==> src/rtl/fft_axis_pkg.sv <==
`default_nettype none
// ============================================================================
// Module      : fft_axis_pkg
// Description : State encodings and complex-sample layout shared by the AXIS
//               stream blocks of the FFT datapath.
// Revision    : 1.0 - initial release
// ============================================================================
package fft_axis_pkg;

    localparam int NB_STATE = 2;

    localparam logic [NB_STATE-1:0] ST_CAPTURE = 2'd0;
    localparam logic [NB_STATE-1:0] ST_HOLD    = 2'd1;
    localparam logic [NB_STATE-1:0] ST_SKIP    = 2'd2;

    // A complex sample is {real, imag}, each component NB_INPUT bits wide.
    localparam int CPLX_PARTS  = 2;
    localparam int CPLX_IM_LSB = 0;

    function automatic int cplx_re_lsb(input int nb_input);
        return nb_input;
    endfunction

endpackage
`default_nettype wire

==> src/rtl/frame_buffer_ram.sv <==
`default_nettype none
// ============================================================================
// Module      : frame_buffer_ram
// Description : Simple dual-port RAM, synchronous write, registered read with
//               enable. A read of the address being written returns old data.
// Revision    : 1.0 - initial release
// ============================================================================
module frame_buffer_ram #(
    parameter int NB_DATA = 16,
    parameter int NB_ADDR = 4,
    parameter int DEPTH   = 16
) (
    input  logic               i_clk,
    input  logic               i_rst,
    input  logic               i_wr_en,
    input  logic [NB_ADDR-1:0] i_wr_addr,
    input  logic [NB_DATA-1:0] i_wr_data,
    input  logic               i_rd_en,
    input  logic [NB_ADDR-1:0] i_rd_addr,
    output logic [NB_DATA-1:0] o_rd_data
);

    localparam logic [NB_ADDR:0] c_depth = (NB_ADDR+1)'(DEPTH);

    logic [NB_DATA-1:0] mem_q [DEPTH];
    logic [NB_DATA-1:0] rd_data_q;

    // Storage is deliberately not reset so it maps onto block RAM.
    always_ff @(posedge i_clk) begin
        if (i_wr_en && ({1'b0, i_wr_addr} < c_depth)) begin
            mem_q[i_wr_addr] <= i_wr_data;
        end
    end

    always_ff @(posedge i_clk or posedge i_rst) begin
        if (i_rst) begin
            rd_data_q <= '0;
        end else if (i_rd_en && ({1'b0, i_rd_addr} < c_depth)) begin
            rd_data_q <= mem_q[i_rd_addr];
        end
    end

    assign o_rd_data = rd_data_q;

endmodule
`default_nettype wire

==> src/rtl/axis_frame_capture.sv <==
`default_nettype none
// ============================================================================
// Module      : axis_frame_capture
// Description : AXIS sink capturing one N_POINT complex frame, checking tlast
//               alignment and holding the frame until explicitly released.
// Revision    : 1.0 - initial release
// ============================================================================
module axis_frame_capture
    import fft_axis_pkg::*;
#(
    parameter int NB_INPUT  = 8,
    parameter int NB_COUNT  = 4,
    parameter int N_POINT   = 16,
    parameter int NB_FRAMES = 8
) (
    input  logic                           i_clk,
    input  logic                           i_rst,
    input  logic                           s_axis_data_tvalid,
    input  logic [CPLX_PARTS*NB_INPUT-1:0] s_axis_data_tdata,
    input  logic                           s_axis_data_tlast,
    output logic                           s_axis_data_tready,
    input  logic                           i_release,
    input  logic                           i_clr_err,
    input  logic                           i_rd_en,
    input  logic [NB_COUNT-1:0]            i_rd_addr,
    output logic [CPLX_PARTS*NB_INPUT-1:0] o_rd_data,
    output logic                           o_frame_ready,
    output logic                           o_err_early_last,
    output logic                           o_err_missing_last,
    output logic [NB_FRAMES-1:0]           o_frame_count
);

    localparam logic [NB_COUNT-1:0] c_idx_last = NB_COUNT'(N_POINT - 1);

    logic [NB_STATE-1:0]  state_q, state_d;
    logic [NB_COUNT-1:0]  idx_q, idx_d;
    logic [NB_FRAMES-1:0] cnt_q, cnt_d;
    logic                 early_q, early_d;
    logic                 miss_q, miss_d;

    logic w_accept;
    logic w_wr_en;
    logic w_set_early;
    logic w_set_miss;

    always_ff @(posedge i_clk or posedge i_rst) begin
        if (i_rst) begin
            state_q <= ST_CAPTURE;
            idx_q   <= '0;
            cnt_q   <= '0;
            early_q <= 1'b0;
            miss_q  <= 1'b0;
        end else begin
            state_q <= state_d;
            idx_q   <= idx_d;
            cnt_q   <= cnt_d;
            early_q <= early_d;
            miss_q  <= miss_d;
        end
    end

    always_comb begin
        state_d     = state_q;
        idx_d       = idx_q;
        cnt_d       = cnt_q;
        w_set_early = 1'b0;
        w_set_miss  = 1'b0;
        case (state_q)
            ST_CAPTURE: begin
                if (w_accept) begin
                    if (idx_q == c_idx_last) begin
                        idx_d = '0;
                        if (s_axis_data_tlast) begin
                            state_d = ST_HOLD;
                            cnt_d   = cnt_q + 1'b1;
                        end else begin
                            state_d    = ST_SKIP;
                            w_set_miss = 1'b1;
                        end
                    end else if (s_axis_data_tlast) begin
                        // Short frame: drop it and realign on the next beat.
                        idx_d       = '0;
                        w_set_early = 1'b1;
                    end else begin
                        idx_d = idx_q + 1'b1;
                    end
                end
            end
            ST_HOLD: begin
                if (i_release) begin
                    state_d = ST_CAPTURE;
                end
            end
            ST_SKIP: begin
                if (w_accept && s_axis_data_tlast) begin
                    state_d = ST_CAPTURE;
                    idx_d   = '0;
                end
            end
            default: begin
                state_d = ST_CAPTURE;
                idx_d   = '0;
            end
        endcase
        // A new error event takes priority over a simultaneous clear.
        early_d = w_set_early | (early_q & ~i_clr_err);
        miss_d  = w_set_miss  | (miss_q  & ~i_clr_err);
    end

    always_comb begin
        s_axis_data_tready = (state_q != ST_HOLD);
        o_frame_ready      = (state_q == ST_HOLD);
        w_accept           = s_axis_data_tvalid & s_axis_data_tready;
        w_wr_en            = w_accept & (state_q == ST_CAPTURE);
    end

    assign o_err_early_last   = early_q;
    assign o_err_missing_last = miss_q;
    assign o_frame_count      = cnt_q;

    frame_buffer_ram #(
        .NB_DATA (CPLX_PARTS*NB_INPUT),
        .NB_ADDR (NB_COUNT),
        .DEPTH   (N_POINT)
    ) u_frame_buffer_ram (
        .i_clk     (i_clk),
        .i_rst     (i_rst),
        .i_wr_en   (w_wr_en),
        .i_wr_addr (idx_q),
        .i_wr_data (s_axis_data_tdata),
        .i_rd_en   (i_rd_en),
        .i_rd_addr (i_rd_addr),
        .o_rd_data (o_rd_data)
    );

endmodule
`default_nettype wire
==> config.mk <==
export PLATFORM = sky130hd
export DESIGN_NAME = axis_frame_capture
export DESIGN_NICKNAME = d
export VERILOG_FILES = /design/src/rtl/fft_axis_pkg.sv /design/src/rtl/frame_buffer_ram.sv /design/src/rtl/axis_frame_capture.sv
export SDC_FILE = /design/constraint.sdc
export NUM_CORES = 1
export LEC_CHECK = 0
export BUFFER_PORTS_ARGS = -buffer_cell sky130_fd_sc_hd__buf_2
export CORE_ASPECT_RATIO = 0.8
export CORE_MARGIN = 8
export CORE_UTILIZATION = 35
export DETAILED_ROUTE_END_ITERATION = 10
export PLACE_DENSITY = 0.52
export REMOVE_ABC_BUFFERS = 1
export SYNTH_ARGS = -nofsm -noshare
export SYNTH_HDL_FRONTEND = slang
export SYNTH_SLANG_ARGS = --single-unit
==> constraint.sdc <==
create_clock -name i_clk -period 2.9 [get_ports i_clk]
set_input_delay 0.58 -clock i_clk [delete_from_list [all_inputs] [get_ports i_clk]]
set_output_delay 0.58 -clock i_clk [all_outputs]
set_load 0.01 [all_outputs]
Word level (Yosys, flattened, before mapping)
Memories as Yosys holds them, arrays and structs flattened. A register that Yosys moved wholly into a read port is not among the register bits.
Index checks and enable logic that the tools add are counted.
{"block": "totals", "ff_bits": 16, "ramBits": 256, "in_bits": 27, "output_inout_bits": 28, "wordCells": 50, "mem_count": 1}
{"name": "u_frame_buffer_ram.mem_q", "words": 16, "width": 16, "read_ports": 1, "rd_clocked_by_memory_dff": 1, "write_ports": 1, "line": "frame_buffer_ram.sv:25", "text": "logic [NB_DATA-1:0] mem_q [DEPTH];"}
{"block": "op_classes", "add_sub_neg": 2, "n_eq_ne": 8, "n_mux": 21, "n_bitwise": 8, "n_reduce_logical": 5}
{"operator": "4-bit two-way mux", "count": 4}
{"operator": "4-bit case mux with 3 select lines", "count": 1}
{"operator": "1-bit two-way mux", "count": 10}
{"operator": "2-bit two-way mux", "count": 5}
{"operator": "8-bit by 1-bit adder with 8-bit output (second input constant)", "count": 1}
{"operator": "2-bit != test (second input constant)", "count": 4}
{"operator": "4-bit AND reduction", "count": 2}
{"operator": "2-bit case mux with 3 select lines", "count": 1}
{"operator": "4-bit by 1-bit adder with 4-bit output (second input constant)", "count": 1}
{"operator": "1-bit AND", "count": 4}
{"operator": "4-bit == test (second input constant)", "count": 1}
{"operator": "3-bit AND reduction", "count": 1}
{"operator": "2-bit by 1-bit == test with 1-bit output (second input constant)", "count": 1}
{"operator": "2-bit == test (second input constant)", "count": 1}
{"operator": "2-bit logical NOT", "count": 1}
{"operator": "2-bit by 1-bit != test with 1-bit output (second input constant)", "count": 1}
{"operator": "1-bit inverter", "count": 2}
{"operator": "1-bit OR", "count": 2}
{"operator": "1-bit logical AND", "count": 1}

Depth between registers and ports, before layout
{"block": "logic_depth", "depth_word": 5, "mapped_depth": 7, "depth_no_buf": 5}

By module
From an unflattened synthesis, not the netlist that was laid out.
{"block": "hier_totals", "hier_cells": 532, "area_unflattened_um2": 11272.1}
{"mod": "frame_buffer_ram", "n_inst": 1, "cells_per_inst": 453, "area_per_inst_um2": 10467.5, "seq_area_each_um2": 8087.8}
{"mod": "axis_frame_capture", "n_inst": 1, "cells_per_inst": 79, "area_per_inst_um2": 804.5, "seq_area_each_um2": 400.4}

Worst setup path before layout
Ideal clock, no wire load.
{"block": "synth_timing", "kind": "input-to-reg", "start": "in s_axis_data_tvalid", "end": "mem u_frame_buffer_ram.mem_q[3][0], enable pin", "setup_ps": 430, "arrival_time_ps": 2413, "required_time_ps": 2470, "slack_ps": 57, "cell_stages": 3, "path_buffers": 1, "cell_sequence": "buf_2 > nand2_1 > nor4_1"}
{"block": "synth_via", "elab_chain_cells": 4}
{"element": "start, declared", "line": "axis_frame_capture.sv:18", "text": "input logic s_axis_data_tvalid,"}
{"element": "1-bit AND", "line": "axis_frame_capture.sv:113", "text": "w_accept = s_axis_data_tvalid & s_axis_data_tready;"}
{"element": "1-bit AND", "line": "axis_frame_capture.sv:114", "text": "w_wr_en = w_accept & (state_q == ST_CAPTURE);"}
{"element": "1-bit two-way mux", "line": "frame_buffer_ram.sv:30", "text": "if (i_wr_en && ({1'b0, i_wr_addr} < c_depth)) begin"}
{"element": "1-bit two-way mux (not written as such)", "line": "frame_buffer_ram.sv:31", "text": "mem_q[i_wr_addr] <= i_wr_data;"}
{"element": "end, declared", "line": "frame_buffer_ram.sv:25"}
No other way between the ends.

Worst setup path in the final report
{"block": "layout_timing", "start": "reg state_q[0]", "end": "out o_frame_ready"}
{"block": "layout_via", "elab_chain_cells": 1}
{"element": "start, declared", "line": "axis_frame_capture.sv:35", "text": "logic [NB_STATE-1:0] state_q, state_d;"}
{"element": "start signal, assigned", "line": "axis_frame_capture.sv:54", "text": "state_q <= state_d;"}
{"element": "2-bit by 1-bit == test with 1-bit output", "line": "axis_frame_capture.sv:112", "text": "o_frame_ready = (state_q == ST_HOLD);"}
{"element": "end, declared", "line": "axis_frame_capture.sv:27", "text": "output logic o_frame_ready,"}
No other way between the ends.

==> summary.md <==
| Metric | Value |
|---|---|
| Number of nets with antenna violations after detailed routing | `0` |
| DIE AREA | `38,100 µm²` |
| Leading cell type in the layout, fill and taps excluded | `sky130_fd_sc_hd__edfxtp_1` |
| Count of yosys warnings during synthesis | `0` |
| Worst EP arrival | `1.53 ns` |
| Sum of met2 wire segment lengths after detailed routing | `12,600 µm` |
| Adder and majority cell fraction of the synthesized area | `0.00558` |
| Via count of the first global-routing pass | `5,866` |
| Max-cap check violation count | `0` |
| Mapped Avg Cell Area | `20.9 µm²` |
| Overall die width | `216 µm` |
| Register clock-pin slew on the reported worst setup and hold paths | `0.06 ns` |
| Sequential cell area fraction in the yosys report | `0.757` |
| Clock tree from TritonCTS | `built` |
| Tot GR Track Use | `0.134` |
| Max layer used | `met4` |
| Met1 Wirelength | `11,100 µm` |
| Floorplan Core Area | `31,500 µm²` |
| H-Tree Depth | `1` |
| Layout filler cell count | `2,788` |
| Max Fanout on Critical Path | `10` |
| Critical Path Sink Type | `output port` |
| Unrepaired setup endpoints after global routing | `no` |
| Setup violation total in the final timing report | `0` |
| Initial antenna violation count | `0` |
| Pin count of the biggest net entering global routing | `33` |
| Critical path data required time | `2.32 ns` |
| Half-perimeter wire length of the detailed placement result | `15,100 µm` |
| P per Cell Area | `690 nW/µm²` |
| Number of nets in the final layout | `658` |
| Number of instances in the synthesized netlist | `537` |
| Clock net sink count | `288` |
| Remaining global-route overflow | `0` |
| Critical path start-end classification | `reg -> out` |
| PostCTS Resize Cnt | `0` |
| DR vias | `5,461` |
| Worst hold start | `i_release` |
| Final count of hold timing violations | `0` |
| Number of search-and-repair iterations in the first detailed-routing pass | `4` |
| Number of placed cells counting well taps | `1,013` |
| Met3 wirelength from detailed routing | `1480 µm` |
| Clock buffer count from CTS | `30` |
| Post-synth EDFFs | `256` |
| Synthesized-area fraction occupied by and/or/nand/nor cells | `0.0240` |
| R2R Path Start | `state_q[0]` |
| Standard-cell row count | `58` |
| Accumulated negative setup slack | `0 ns` |
| Non-filler cells, final | `1,070` |
| HP Class | `in -> reg` |
| Drt initial violations | `337` |
| Result of the run | `finished clean` |
| Worst slack on hold paths | `0.312 ns` |
| Multi-input logic area | `2560 µm²` |
| Wirelength per Cell | `24.0 µm` |
| LEAKAGE | `4.45 nW` |
| Netlist Area Pre-Place | `11,200 µm²` |
| Routed wire length | `25,600 µm` |
| Transition time of the tightest slew-check pin | `0.502 ns` |
| Final clock skew | `0.0138 ns` |
| Buffer type at the clock tree root | `sky130_fd_sc_hd__clkbuf_16` |
| Number of top-level pins | `55` |
| Number of max-slew violations in the final report | `0` |
| Diode count | `0` |
| Final estimated routing congestion in global placement | `0.724` |
| Commonest cells after routing, fill and taps aside | `256 x sky130_fd_sc_hd__edfxtp_1, 57 x sky130_fd_sc_hd__mux4_2, 53 x sky130_fd_sc_hd__buf_2, 32 x sky130_fd_sc_hd__dfrtp_1, 32 x sky130_fd_sc_hd__buf_4` |
| Fraction of final layout cells with drive strength greater than 1 | `0.368` |
| Post-synthesis mux area share | `0.149` |
| CTS Buffer Depth | `3` |
| Die Y-Extent | `176 µm` |
| First-pass GRT wire length | `38,400 µm` |
| Post-layout min period | `2.11 ns` |
| Main combinational cell family by area after synthesis | `multiplexers` |
| Complex-gate fraction of the synthesized area | `0.0394` |
| Relative slew slack | `0.666` |
| Clock latency on the worst-skew pair | `0.54 ns` |
| Seq cells post-synth | `288` |
| Xor/xnor cell area share of the yosys netlist | `0.00546` |
| Final cycle utilization of the critical path | `0.727` |
| Peak supply drop | `0.432 mV` |
| Remaining DRCs | `0` |
| Initial core utilization | `0.356` |
| Share of synthesized flip-flops with an asynchronous set or reset | `0.111` |
| Quantity of I/O buffers inserted on ports | `54` |
| Top FF cell, synth | `sky130_fd_sc_hd__edfxtp_1` |
| Upper clock frequency limit | `0.474 GHz` |
| Type of element launching the critical path | `flop` |
| First element of the critical path | `state_q[0]` |
| Growth of design area from synthesis to finish | `17.3%` |
| Count of different cell masters after synthesis | `36` |
| Register area | `8490 µm²` |
| Detail-routed via count per cell | `5.10` |
==> cell usage after synthesis (5+ instances only) <==
library cell	instances	share of area
sky130_fd_sc_hd__nor2_1	14	0.0047
sky130_fd_sc_hd__nor3_1	5	0.0022
sky130_fd_sc_hd__mux4_2	57	0.11
sky130_fd_sc_hd__buf_2	14	0.0062
sky130_fd_sc_hd__mux2_2	18	0.018
sky130_fd_sc_hd__a21oi_1	19	0.0085
sky130_fd_sc_hd__o22ai_2	9	0.010
sky130_fd_sc_hd__dfrtp_1	32	0.071
sky130_fd_sc_hd__ha_1	5	0.0056
sky130_fd_sc_hd__mux4_1	7	0.016
sky130_fd_sc_hd__inv_1	8	0.0027
sky130_fd_sc_hd__nand2b_1	5	0.0028
sky130_fd_sc_hd__nand2_1	10	0.0033
sky130_fd_sc_hd__o22ai_1	24	0.013
sky130_fd_sc_hd__clkbuf_1	8	0.0027
sky130_fd_sc_hd__edfxtp_1	256	0.69
==> where the power goes <==
part | internal [mW] | leakage [nW] | switching (mW)
logic | 0.243 | 1.25 | 0.344
registers | 4.66 | 2.71 | 0.0643
clock network | 2.22 | 0.493 | 1.55
==> cells by family after synthesis <==
family                     after synthesis
xor gates and xnor gates                 7
DFF                                    288
muxes                                   82
adders and majority gates                5
buffers and inverters                   40
and+or+nand+nor                         51
AOI/OAI and AO/OA                       64
==> registers in the layout, summed over array words and instances (netlist names) <==
name and count:
o_frame_count 8, state_q 2, u_frame_buffer_ram.o_rd_data 16, idx_q 4
o_err_early_last 1, o_err_missing_last 1, u_frame_buffer_ram.mem_q 256
==> metrics by stage <==
| stage | power (mW) | setup slack, ns | instance area [µm²] | utilization |
|---|---|---|---|---|
| floorplan | 5.08 | 0.157 | 11000 | - |
| global placement | 5.39 | 0.576 | 12200 | 0.386 |
| detailed placement | 5.41 | 0.539 | 12200 | 0.386 |
| CTS | 9.19 | 0.767 | 13200 | 0.418 |
| global route | 9.40 | 0.686 | 13200 | 0.418 |
| finish | 9.08 | 0.791 | 13200 | 0.418 |
==> worst max-delay path, cell delays in order (launching register included) <==
cell and delay [ns]:
sky130_fd_sc_hd__dfrtp_1 0.55, sky130_fd_sc_hd__nand2b_1 0.17, sky130_fd_sc_hd__inv_1 0.13, sky130_fd_sc_hd__buf_2 0.14
==> repair_timing <==
item,in CTS,in global routing
setup buffers,0,0
hold buffers,1,0
hold endpoints to repair,7,0
==> worst paths after layout <==
| path | to | slack (ns) | cells past startpoint |
|---|---|---|---|
| min | state_q[0] | 0.31 | 3 |
| max | o_frame_ready | 0.79 | 3 |
| min in group asynchronous | u_frame_buffer_ram.o_rd_data[7] | 0.54 | 3 |
| max reg2reg | u_frame_buffer_ram.mem_q[2][5] | 0.94 | 4 |
| max in group asynchronous | u_frame_buffer_ram.o_rd_data[15] | 1.64 | 4 |
| min reg2reg | o_frame_count[7] | 0.48 | 1 |
==> metal layers <==
metal	vias to the layer above	GRT usage
met3	31	0.0200
met2	128	0.232
li1	2404	-
met5	-	0
met1	2898	0.178
met4	0	0.0290
==> area by class of cell <==
| cell class | count | area share |
|---|---|---|
| flip-flops and latches | 288 | 0.645 |
| multi-input cells | 209 | 0.194 |
| clock buffers | 40 | 0.0646 |
| repair buffers | 89 | 0.0437 |
| well taps | 420 | 0.0399 |
| clock inverters | 16 | 0.00989 |
| inverters | 8 | 0.00228 |
No activity file was read; power rests on OpenSTA's default activity.
